$ cat src/rtl/ddr3_test_pkg.sv
// ============================================================================
// Package     : ddr3_test_pkg
// Description : Types and constants shared by the DDR3 read-back checker.
// Revision    : 1.0 - initial release
// ============================================================================
`default_nettype none

package ddr3_test_pkg;

    // Checker sequencing states
    typedef enum logic [1:0] {
        ST_IDLE  = 2'd0,
        ST_ARMED = 2'd1,
        ST_CHECK = 2'd2
    } chk_state_t;

    // Mismatch counter sticks at this value instead of wrapping
    localparam logic [15:0] ERR_CNT_MAX = 16'hFFFF;

endpackage : ddr3_test_pkg

`default_nettype wire

$ cat src/rtl/check_timeout.sv
// ============================================================================
// Module      : check_timeout
// Description : Counts idle cycles between valid read words while checking
//               is active and raises a sticky stall flag once the count
//               reaches TIMEOUT. The counter saturates at TIMEOUT.
// Revision    : 1.0 - initial release
// ============================================================================
`default_nettype none

module check_timeout #(
    parameter logic [23:0] TIMEOUT = 24'd1000000
) (
    input  logic clk,
    input  logic rst,
    input  logic check_en_i,
    input  logic rd_valid_i,
    output logic timeout_o
);

    logic [23:0] idle_cnt_q;
    logic [23:0] idle_cnt_d;
    logic        timeout_q;

    // Next idle count: cleared outside checking or on a valid word, else saturating increment
    always_comb begin
        idle_cnt_d = idle_cnt_q;
        if (!check_en_i || rd_valid_i) begin
            idle_cnt_d = 24'd0;
        end else if (idle_cnt_q != TIMEOUT) begin
            idle_cnt_d = idle_cnt_q + 24'd1;
        end
    end

    // Idle counter register and sticky stall flag
    always_ff @(posedge clk) begin
        if (rst) begin
            idle_cnt_q <= 24'd0;
            timeout_q  <= 1'b0;
        end else begin
            idle_cnt_q <= idle_cnt_d;
            if (check_en_i && !rd_valid_i && (idle_cnt_d == TIMEOUT)) begin
                timeout_q <= 1'b1;
            end
        end
    end

    assign timeout_o = timeout_q;

endmodule : check_timeout

`default_nettype wire

$ cat src/rtl/testdata_check.sv
// ============================================================================
// Module      : testdata_check
// Description : Compares words read back from the DDR3 read FIFO against an
//               incrementing pattern, counting mismatches and completed
//               passes, and flags read-back stalls.
//               Optional macro CHECK_FIRST_ERR_EN builds registers that
//               capture the expected/received values of the first mismatch.
// Revision    : 1.0 - initial release
// ============================================================================
`default_nettype none

module testdata_check
    import ddr3_test_pkg::*;
#(
    parameter int                  DATA_W    = 16,
    parameter logic [DATA_W-1:0]   PAT_START = 16'd0,
    parameter logic [15:0]         PASS_LEN  = 16'd2201,
    parameter logic [23:0]         TIMEOUT   = 24'd1000000
) (
    input  logic              clk,
    input  logic              rst,
    input  logic              calib_done,
    input  logic              rd_valid,
    input  logic [DATA_W-1:0] rd_data,
    output logic              err_flag,
    output logic [15:0]       err_cnt,
    output logic [15:0]       pass_cnt,
    output logic              pass_done,
    output logic              timeout,
    output logic [DATA_W-1:0] first_err_exp,
    output logic [DATA_W-1:0] first_err_got
);

    localparam logic [DATA_W-1:0] EXP_ONE = {{(DATA_W-1){1'b0}}, 1'b1};

    chk_state_t        state_q;
    logic [DATA_W-1:0] exp_q;
    logic [15:0]       word_cnt_q;
    logic [15:0]       err_cnt_q;
    logic [15:0]       pass_cnt_q;
    logic              err_flag_q;
    logic              pass_done_q;

    logic              w_accept;
    logic              w_mismatch;
    logic              w_last;

    // A word is checked only while armed/checking with calibration still held
    assign w_accept   = calib_done && rd_valid && (state_q != ST_IDLE);
    assign w_mismatch = w_accept && (rd_data != exp_q);
    assign w_last     = (word_cnt_q == (PASS_LEN - 16'd1));

    // Sequencer, pattern tracking and result counters
    always_ff @(posedge clk) begin
        if (rst) begin
            state_q     <= ST_IDLE;
            exp_q       <= PAT_START;
            word_cnt_q  <= 16'd0;
            err_cnt_q   <= 16'd0;
            pass_cnt_q  <= 16'd0;
            err_flag_q  <= 1'b0;
            pass_done_q <= 1'b0;
        end else begin
            pass_done_q <= 1'b0;
            case (state_q)
                ST_IDLE: begin
                    if (calib_done) begin
                        state_q <= ST_ARMED;
                    end
                end
                ST_ARMED, ST_CHECK: begin
                    if (!calib_done) begin
                        // Counters, flags and pattern position are kept
                        state_q <= ST_IDLE;
                    end else if (rd_valid) begin
                        state_q <= ST_CHECK;
                        if (w_last) begin
                            word_cnt_q  <= 16'd0;
                            exp_q       <= PAT_START;
                            pass_cnt_q  <= pass_cnt_q + 16'd1;
                            pass_done_q <= 1'b1;
                        end else begin
                            word_cnt_q  <= word_cnt_q + 16'd1;
                            exp_q       <= exp_q + EXP_ONE;
                        end
                        if (w_mismatch) begin
                            err_flag_q <= 1'b1;
                            if (err_cnt_q != ERR_CNT_MAX) begin
                                err_cnt_q <= err_cnt_q + 16'd1;
                            end
                        end
                    end
                end
                default: state_q <= ST_IDLE;
            endcase
        end
    end

    check_timeout #(
        .TIMEOUT (TIMEOUT)
    ) u_check_timeout (
        .clk        (clk),
        .rst        (rst),
        .check_en_i (state_q == ST_CHECK),
        .rd_valid_i (rd_valid),
        .timeout_o  (timeout)
    );

`ifdef CHECK_FIRST_ERR_EN
    logic              first_err_seen_q;
    logic [DATA_W-1:0] first_err_exp_q;
    logic [DATA_W-1:0] first_err_got_q;

    // Capture the first mismatch after reset, then freeze
    always_ff @(posedge clk) begin
        if (rst) begin
            first_err_seen_q <= 1'b0;
            first_err_exp_q  <= '0;
            first_err_got_q  <= '0;
        end else if (w_mismatch && !first_err_seen_q) begin
            first_err_seen_q <= 1'b1;
            first_err_exp_q  <= exp_q;
            first_err_got_q  <= rd_data;
        end
    end

    assign first_err_exp = first_err_exp_q;
    assign first_err_got = first_err_got_q;
`else
    assign first_err_exp = '0;
    assign first_err_got = '0;
`endif

    assign err_flag  = err_flag_q;
    assign err_cnt   = err_cnt_q;
    assign pass_cnt  = pass_cnt_q;
    assign pass_done = pass_done_q;

endmodule : testdata_check

`default_nettype wire

$ cat config.mk
export PLATFORM = sky130hd
export DESIGN_NAME = testdata_check
export DESIGN_NICKNAME = d
export VERILOG_FILES = /design/src/rtl/ddr3_test_pkg.sv /design/src/rtl/check_timeout.sv /design/src/rtl/testdata_check.sv
export SDC_FILE = /design/constraint.sdc
export NUM_CORES = 1
export LEC_CHECK = 0
export CORE_AREA = 2 2 101 103
export CTS_CLUSTER_SIZE = 14
export DETAILED_ROUTE_END_ITERATION = 10
export DIE_AREA = 0 0 103 105
export PLACE_DENSITY = 0.8
export RECOVER_POWER = 50
export SYNTH_ARGS = -nofsm -noshare
export SYNTH_HDL_FRONTEND = slang
export SYNTH_HIERARCHICAL = 1
export SYNTH_SLANG_ARGS = --single-unit
$ cat constraint.sdc
create_clock -name clk -period 2.5 [get_ports clk]
set_input_delay 0.25 -clock clk [delete_from_list [all_inputs] [get_ports clk]]
set_output_delay 0.25 -clock clk [all_outputs]
set_load 0.02 [all_outputs]
==> results.yml, run 1 <==
setup_path:
  crit_required_ns: 2.74
  end_kind: "flip-flop"
  ff2ff_path_depth: 5
  timing.rr.end: "exp_q[10]$_SDFFE_PP0P_"
  crit_arrival_ns: 2.64
  timing.rr.start: "word_cnt_q[8]$_SDFFE_PP0P_"
  worstSetupPathType: "reg -> reg"
  rrSetupSlack_ns: 0.11
  cp_max_fo: 32
  cp-start-kind: "flip-flop"
die:
  die_x_um: 103
  rows: 36
  pin_count: 87
  initial_core_util: 0.533
  die_h_um: 105
  core_um2: 9640
  dieArea_um2: 10800
final_layout:
  final_area_um2: 5810
  syn_to_final_growth_pct: 13.2
  drive_gt1_frac: 0.0700
  diodes: 0
  fill_cells: 858
  utilization: 0.603
  nNetsFinal: 695
synthesis:
  yosysMostFrequentCell: "dfxtp_1"
  ys_seq_area_frac: 0.363
  ys.flop_type: "dfxtp_1"
  syn-mean-instance-area_um2: 8.35
  synthCells: 615
  synth_edf_count: 0
  synthTopCellsByArea: "dfxtp_1, xnor2_1, nor2_1"
  yosysUniqueCellTypes: 59
  yosysWarnings: 6
  synthTopCellsByCount: "dfxtp_1, nor2_1, xnor2_1"
  async_reset_ff_frac: 0
  synth_seq_cells: 93
  yosys.area.top_type: "dfxtp_1"
  synth_area_um2: 5130
  yosys.area.top_type_share: 0.363
power_and_ir_drop:
  vdd_drop_max_mv: 0.359
  fin_total_pwr_mw: 2.52
  power_density_nw_per_um2: 433
  p_leak_nw: 2.12
grt:
  grt_usage: 0.206
  grt_overflow: 0
  antenna_found_initial: 0
  first_global_vias: 4133
  grt_pass1_wl_um: 18200
  grt_max_degree: 48
run:
  cap_violations: 0
place:
  gp_congestion: 0.836
  hpwl_um: 7780
  port_buffers: 54
  dpl-instance-area_um2: 5670
timing:
  tightest_slew_ns: 0.964
  fin_tns_setup_ns: 0
  hold_viol_final: 0
  grt_setup_unrepaired: "true"
  setup_viol: 0
  period_share: 0.957
  holdWs_ns: 0.474
  max_freq_mhz: 418
  finalCriticalPeriod_ns: 2.39
  skew_ns: 0.0124
  drv_slew: 0
  max-slew-margin-rel: 0.358
clock_tree:
  htree_levels: 3
  clk_path_buf_depth: 2
  numCtsBuffers: 9
  postCtsSetupBuffers: 0
  cts_sinks: 93
  insertion_delay_ns: 0.37
  clk_pin_slew_worst_paths_ns: 0.08
  cts_tree: "yes"
  ctsResizeCount: 0
  cts-root-buf: "clkbuf_8"
  cts_hold_buffers: 0
routing:
  drcViolationCount: 0
  vias_per_cell: 5.34
  drtPass1Iterations: 4
  postRouteAntennaNets: 0
  drt-total-wl_um: 10700
  wl_per_cell_um: 13.3
  dr_total_vias: 4295
  first_iter_violations: 250
hold_path:
  min_to: "u_check_timeout/timeout_o$_SDFFE_PP0P_"
  hp-start: "u_check_timeout/timeout_o$_SDFFE_PP0P_"
  holdCritPathClass: "reg -> reg"
  hold_depth: 2
run_status:
  status: "complete, no violations"
==> power breakdown <==
part	internal [mW]	switching [mW]	total (mW)
Sequential	1.49	0.00570	1.49
Clock	0.359	0.503	0.863
Combinational	0.0566	0.107	0.163
Total	1.90	0.616	2.52
==> how the worst max path moves through the flow <==
stage | startpoint | slack [ns] | end | depth (start not counted)
floorplan | err_cnt[0]$_SDFFE_PP0P_ | 0.21 | err_cnt[3]$_SDFFE_PP0P_ | 7
global placement | word_cnt_q[8]$_SDFFE_PP0P_ | 0.21 | word_cnt_q[14]$_SDFFE_PP0P_ | 5
detailed placement | word_cnt_q[8]$_SDFFE_PP0P_ | 0.14 | word_cnt_q[12]$_SDFFE_PP0P_ | 5
CTS | word_cnt_q[8]$_SDFFE_PP0P_ | 0.11 | word_cnt_q[3]$_SDFFE_PP0P_ | 5
global route | word_cnt_q[8]$_SDFFE_PP0P_ | -0.002 | exp_q[15]$_SDFFE_PP0P_ | 5
finish | word_cnt_q[8]$_SDFFE_PP0P_ | 0.11 | exp_q[10]$_SDFFE_PP0P_ | 5
==> per-layer routing <==
layer | wire (um) | GRT usage
met3 | 385 | 0.0569
met1 | 4540 | 0.237
met4 | 186 | 0.0761
met2 | 5560 | 0.358
met5 | 0 | 0
==> metrics by stage <==
| step | setup WS (ns) | cells |
|---|---|---|
| CTS | 0.108 | 804 |
| global route | -0.00197 | 804 |
| global placement | 0.206 | 788 |
| floorplan | 0.214 | 646 |
| detailed placement | 0.136 | 788 |
| finish | 0.108 | 804 |
==> layout by cell type (no fill, tap or decap), drive strengths merged, types with 5 or more instances in the layout <==
| master | netlist | routed |
|---|---|---|
| buf | 45 | 8 |
| inv | 20 | 20 |
| nand2 | 39 | 39 |
| mux2 | 9 | 9 |
| a21oi | 26 | 26 |
| dlygate4sd3 | 0 | 36 |
| or3 | 11 | 11 |
| or4 | 8 | 8 |
| xor2 | 34 | 34 |
| ha | 9 | 9 |
| and4 | 5 | 5 |
| nor4 | 12 | 12 |
| nor2b | 9 | 9 |
| dfxtp | 93 | 93 |
| nand3 | 33 | 33 |
| nor4b | 5 | 5 |
| nand4 | 30 | 30 |
| o21ai | 16 | 16 |
| nor3 | 15 | 15 |
| o31ai | 7 | 7 |
| clkbuf | 10 | 14 |
| conb | 1 | 32 |
| xnor2 | 42 | 42 |
| and3 | 14 | 14 |
| nor2 | 90 | 90 |
| clkdlybuf4s50 | 0 | 18 |
==> worst max-delay path, stage by stage, from the launching register on <==
cell and delay (ns):
dfxtp_1 0.36, or4b_1 0.53, or4_1 0.60, or2_1 0.36, nand2b_4 0.32, nor2_1 0.10
==> sequential cells by signal (all words and copies together) (netlist names) <==
| register | cells |
|---|---|
| word_cnt_q | 16 |
| pass_cnt | 16 |
| pass_done | 1 |
| err_cnt | 16 |
| exp_q | 16 |
| u_check_timeout/idle_cnt_q | 24 |
| state_q | 2 |
| u_check_timeout/timeout_o | 1 |
| err_flag | 1 |
==> layout make-up <==
cell class / count / area [um2] / area share
Clock inverter: 4 / 25.0 / 0.00430
Sequential cell: 93 / 1860 / 0.320
Clock buffer: 12 / 135 / 0.0232
Multi-Input combinational cell: 478 / 2940 / 0.506
Inverter: 20 / 75.1 / 0.0129
Timing Repair Buffer: 64 / 608 / 0.105
Tap cell: 133 / 166 / 0.0286
==> cells by family (layout without fill, tap and decap cells) <==
| group | after synthesis | count (layout) | synth area share |
|---|---|---|---|
| XOR/XNOR | 76 | 76 | 0.130 |
| flip-flops | 93 | 93 | 0.363 |
| other | 1 | 32 | 0.000730 |
| AND/OR/NAND/NOR | 289 | 289 | 0.302 |
| multiplexers | 13 | 13 | 0.0275 |
| buffers and inverters | 75 | 100 | 0.0865 |
| AO/OA/AOI/OAI | 59 | 59 | 0.0692 |
| adder cells (fa/ha/maj) | 9 | 9 | 0.0219 |
(Power assumes the default switching activity.)
==> inputs of run 2 (changes only) <==
--- a/config.mk
+++ b/config.mk
@@ -5,6 +5,7 @@
 export SDC_FILE = /design/constraint.sdc
 export NUM_CORES = 1
 export LEC_CHECK = 0
+export CAP_MARGIN = 20
 export CORE_AREA = 2 2 101 103
 export CTS_CLUSTER_SIZE = 14
 export DETAILED_ROUTE_END_ITERATION = 10
==> results of run 2 <==
No change in the layout: final DEF, timing and power equal those of run 1.
==> inputs of run 3 (changes only) <==
--- a/config.mk
+++ b/config.mk
@@ -6,13 +6,12 @@
 export NUM_CORES = 1
 export LEC_CHECK = 0
 export CAP_MARGIN = 20
-export CORE_AREA = 2 2 101 103
+export CORE_AREA = 2 2 99 101
 export CTS_CLUSTER_SIZE = 14
 export DETAILED_ROUTE_END_ITERATION = 10
-export DIE_AREA = 0 0 103 105
-export PLACE_DENSITY = 0.8
+export DIE_AREA = 0 0 101 103
+export PLACE_DENSITY = 0.81
 export RECOVER_POWER = 50
 export SYNTH_ARGS = -nofsm -noshare
 export SYNTH_HDL_FRONTEND = slang
-export SYNTH_HIERARCHICAL = 1
 export SYNTH_SLANG_ARGS = --single-unit
==> constraint.sdc (replaced) <==
create_clock -name clk -period 2.94 [get_ports clk]
set_input_delay 0.294 -clock clk [delete_from_list [all_inputs] [get_ports clk]]
set_output_delay 0.294 -clock clk [all_outputs]
set_load 0.02 [all_outputs]
==> run 3 against run 2 <==
Compared with the run above: first-iteration DRC count down 14%; count of clock-buffer cells in the layout fell by 3; cell count shrank 5.1%; highest routed layer unchanged.
==> results.yml, run 3 <==
die:
  pin_count: 87
  die_x_um: 101
  core_um2: 9460
  rows: 36
  die_h_um: 103
  dieArea_um2: 10400
  initial_core_util: 0.527
timing:
  grt_setup_unrepaired: "false"
  hold_viol_final: 0
  drv_slew: 0
  finalCriticalPeriod_ns: 2.55
  max-slew-margin-rel: 0.358
  fin_ws_ns: 0.394
  period_share: 0.866
  fin_tns_setup_ns: 0
  setup_viol: 0
  tightest_slew_ns: 0.962
  max_freq_mhz: 393
  skew_ns: 0.0119
synthesis:
  yosys.area.top_type_share: 0.373
  yosysUniqueCellTypes: 51
  syn-mean-instance-area_um2: 8.32
  synthXorXnorAreaFrac: 0.158
  synth_mux_area_frac: 0.00602
  synthCells: 599
  ys_seq_area_frac: 0.373
  synth-simple-area-share: 0.294
  synth_edf_count: 0
  ys.flop_type: "dfxtp_1"
  synth_seq_cells: 93
  async_reset_ff_frac: 0
  synthTopCellsByCount: "dfxtp_1, nor2_1, xor2_1"
  yosysMostFrequentCell: "dfxtp_1"
  synthTopCellsByArea: "dfxtp_1, xor2_1, xnor2_1"
  yosys.area.top_type: "dfxtp_1"
  synth_compound_area_frac: 0.0565
  synth_top_family_by_area: "simple AND/OR/NAND/NOR gates"
  synth_fa_ha_area_frac: 0.0251
  synth_area_um2: 4990
  yosysWarnings: 0
place:
  hpwl_um: 7430
  gp_congestion: 0.896
  port_buffers: 54
  dpl-instance-area_um2: 5470
  dp_worst_setup_slack_ns: 0.500
routing:
  drtPass1Iterations: 4
  drcViolationCount: 0
  dr_total_vias: 4110
  wl_per_cell_um: 13.4
  drt-total-wl_um: 10300
  vias_per_cell: 5.39
  first_iter_violations: 216
  postRouteAntennaNets: 0
setup_path:
  rrSetupSlack_ns: 0.39
  crit_required_ns: 3.22
  timing.rr.start: "state_q[1]$_SDFFE_PP0P_"
  crit_arrival_ns: 2.82
  timing.rr.end: "err_cnt[15]$_SDFFE_PP0P_"
  cp_max_fo: 16
  worstSetupPathType: "reg -> reg"
  ff2ff_path_depth: 8
  cp-start-kind: "flip-flop"
  end_kind: "flip-flop"
final_layout:
  largest_reg_flops: 24
  nNetsFinal: 674
  drive_gt1_frac: 0.0539
  utilization: 0.597
  final_common_cell: "dfxtp_1"
  regMostFlops: "u_check_timeout.idle_cnt_q"
  diodes: 0
  final_area_um2: 5640
  syn_to_final_growth_pct: 13.2
  final_cell_mix: "dfxtp_1, nor2_1, xor2_1"
clock_tree:
  cts-root-buf: "clkbuf_8"
  cts_hold_buffers: 0
  ctsResizeCount: 0
  postCtsSetupBuffers: 0
  clk_pin_slew_worst_paths_ns: 0.10
  cts_sinks: 93
  insertion_delay_ns: 0.37
  numCtsBuffers: 9
  cts_tree: "yes"
  htree_levels: 3
  clk_path_buf_depth: 2
grt:
  antenna_found_initial: 0
  first_global_vias: 3943
  grt_usage: 0.205
  grt_pass1_wl_um: 17300
  grt_use_met1: 0.247
  grt_use_met2: 0.359
  grt-busiest-layer: "met2"
  groute.layer.met3.usage: 0.0447
  grt_overflow: 0
  grt_max_degree: 33
run_status:
  status: "complete, no violations"
power_and_ir_drop:
  power_density_nw_per_um2: 395
  combPwrFrac: 0.057
  fin_total_pwr_mw: 2.23
  seq_power_share: 0.570
  vdd_drop_max_mv: 0.251
  switching_power_uw: 593
  p_leak_nw: 2.11
  p_int_mw: 1.63
  sw_frac_of_total: 0.266
  power_frac_clock: 0.373
hold_path:
  min_to: "err_flag$_SDFFE_PP0P_"
  hold_depth: 2
  holdCritPathClass: "reg -> reg"
  hp-start: "err_flag$_SDFFE_PP0P_"
run:
  cap_violations: 0
-- run 3: worst max-delay path, stage by stage (launching register included) --
cell and delay, ns:
dfxtp_1 0.41, inv_1 0.07, ha_1 0.33, and3_1 0.26
nand3_1 0.15, clkbuf_1 0.35, nor3_1 0.51, a21oi_1 0.14
a31o_2 0.23
-- run 3: worst max path at each step --
stage                                             end  cells after the start                                startpoint  slack, ns
5_1_grt                      err_cnt[15]$_SDFFE_PP0P_                      8                   state_q[1]$_SDFFE_PP0P_       0.22
4_1_cts        u_check_timeout.timeout_o$_SDFFE_PP0P_                      8  u_check_timeout.idle_cnt_q[1]$_SDFF_PP0_       0.50
6_report                     err_cnt[15]$_SDFFE_PP0P_                      8                   state_q[1]$_SDFFE_PP0P_       0.39
3_5_place_dp   u_check_timeout.timeout_o$_SDFFE_PP0P_                      8  u_check_timeout.idle_cnt_q[1]$_SDFF_PP0_       0.50
3_3_place_gp                 err_cnt[15]$_SDFFE_PP0P_                      9                                rd_data[2]       0.58
2_1_floorplan                 err_cnt[0]$_SDFFE_PP0P_                      8                   err_cnt[2]$_SDFFE_PP0P_       0.92
-- run 3: kinds of logic after synthesis --
kind of cell	after synthesis
fa+ha+maj	10
flops	93
xor+xnor	90
other cells	1
compound gates	48
mux	3
simple gates	279
buf+inv	75
-- run 3: metrics by stage --
step	cells	hold WS (ns)
after global placement	747	0.437
after detailed placement	747	0.437
after CTS	763	0.460
final	763	0.456
after floorplan	630	0.462
after global routing	763	0.481
-- run 3: power by group through the flow --
stage / clock network, mW / registers [mW] / logic, mW
after floorplan: 0 / 1.30 / 0.117
after global placement: 0 / 1.30 / 0.125
after detailed placement: 0 / 1.30 / 0.128
after CTS: 0.843 / 1.27 / 0.128
after global routing: 0.897 / 1.27 / 0.141
final: 0.830 / 1.27 / 0.128
-- run 3: final cells by class --
class                           count  area (um2)
Timing Repair Buffer               60         574
Inverter                           18        67.6
Clock inverter                      7        62.6
Fill cell                         843        3810
Sequential cell                    93        1860
Clock buffer                        9         124
Tap cell                          114         143
Multi-Input combinational cell    462        2810
-- run 3: routing by layer --
metal / vias up / share of wire
li1: 2062 / -
met1: 1926 / 0.44
met2: 103 / 0.49
met3: 19 / 0.045
met4: 0 / 0.020
met5: - / 0
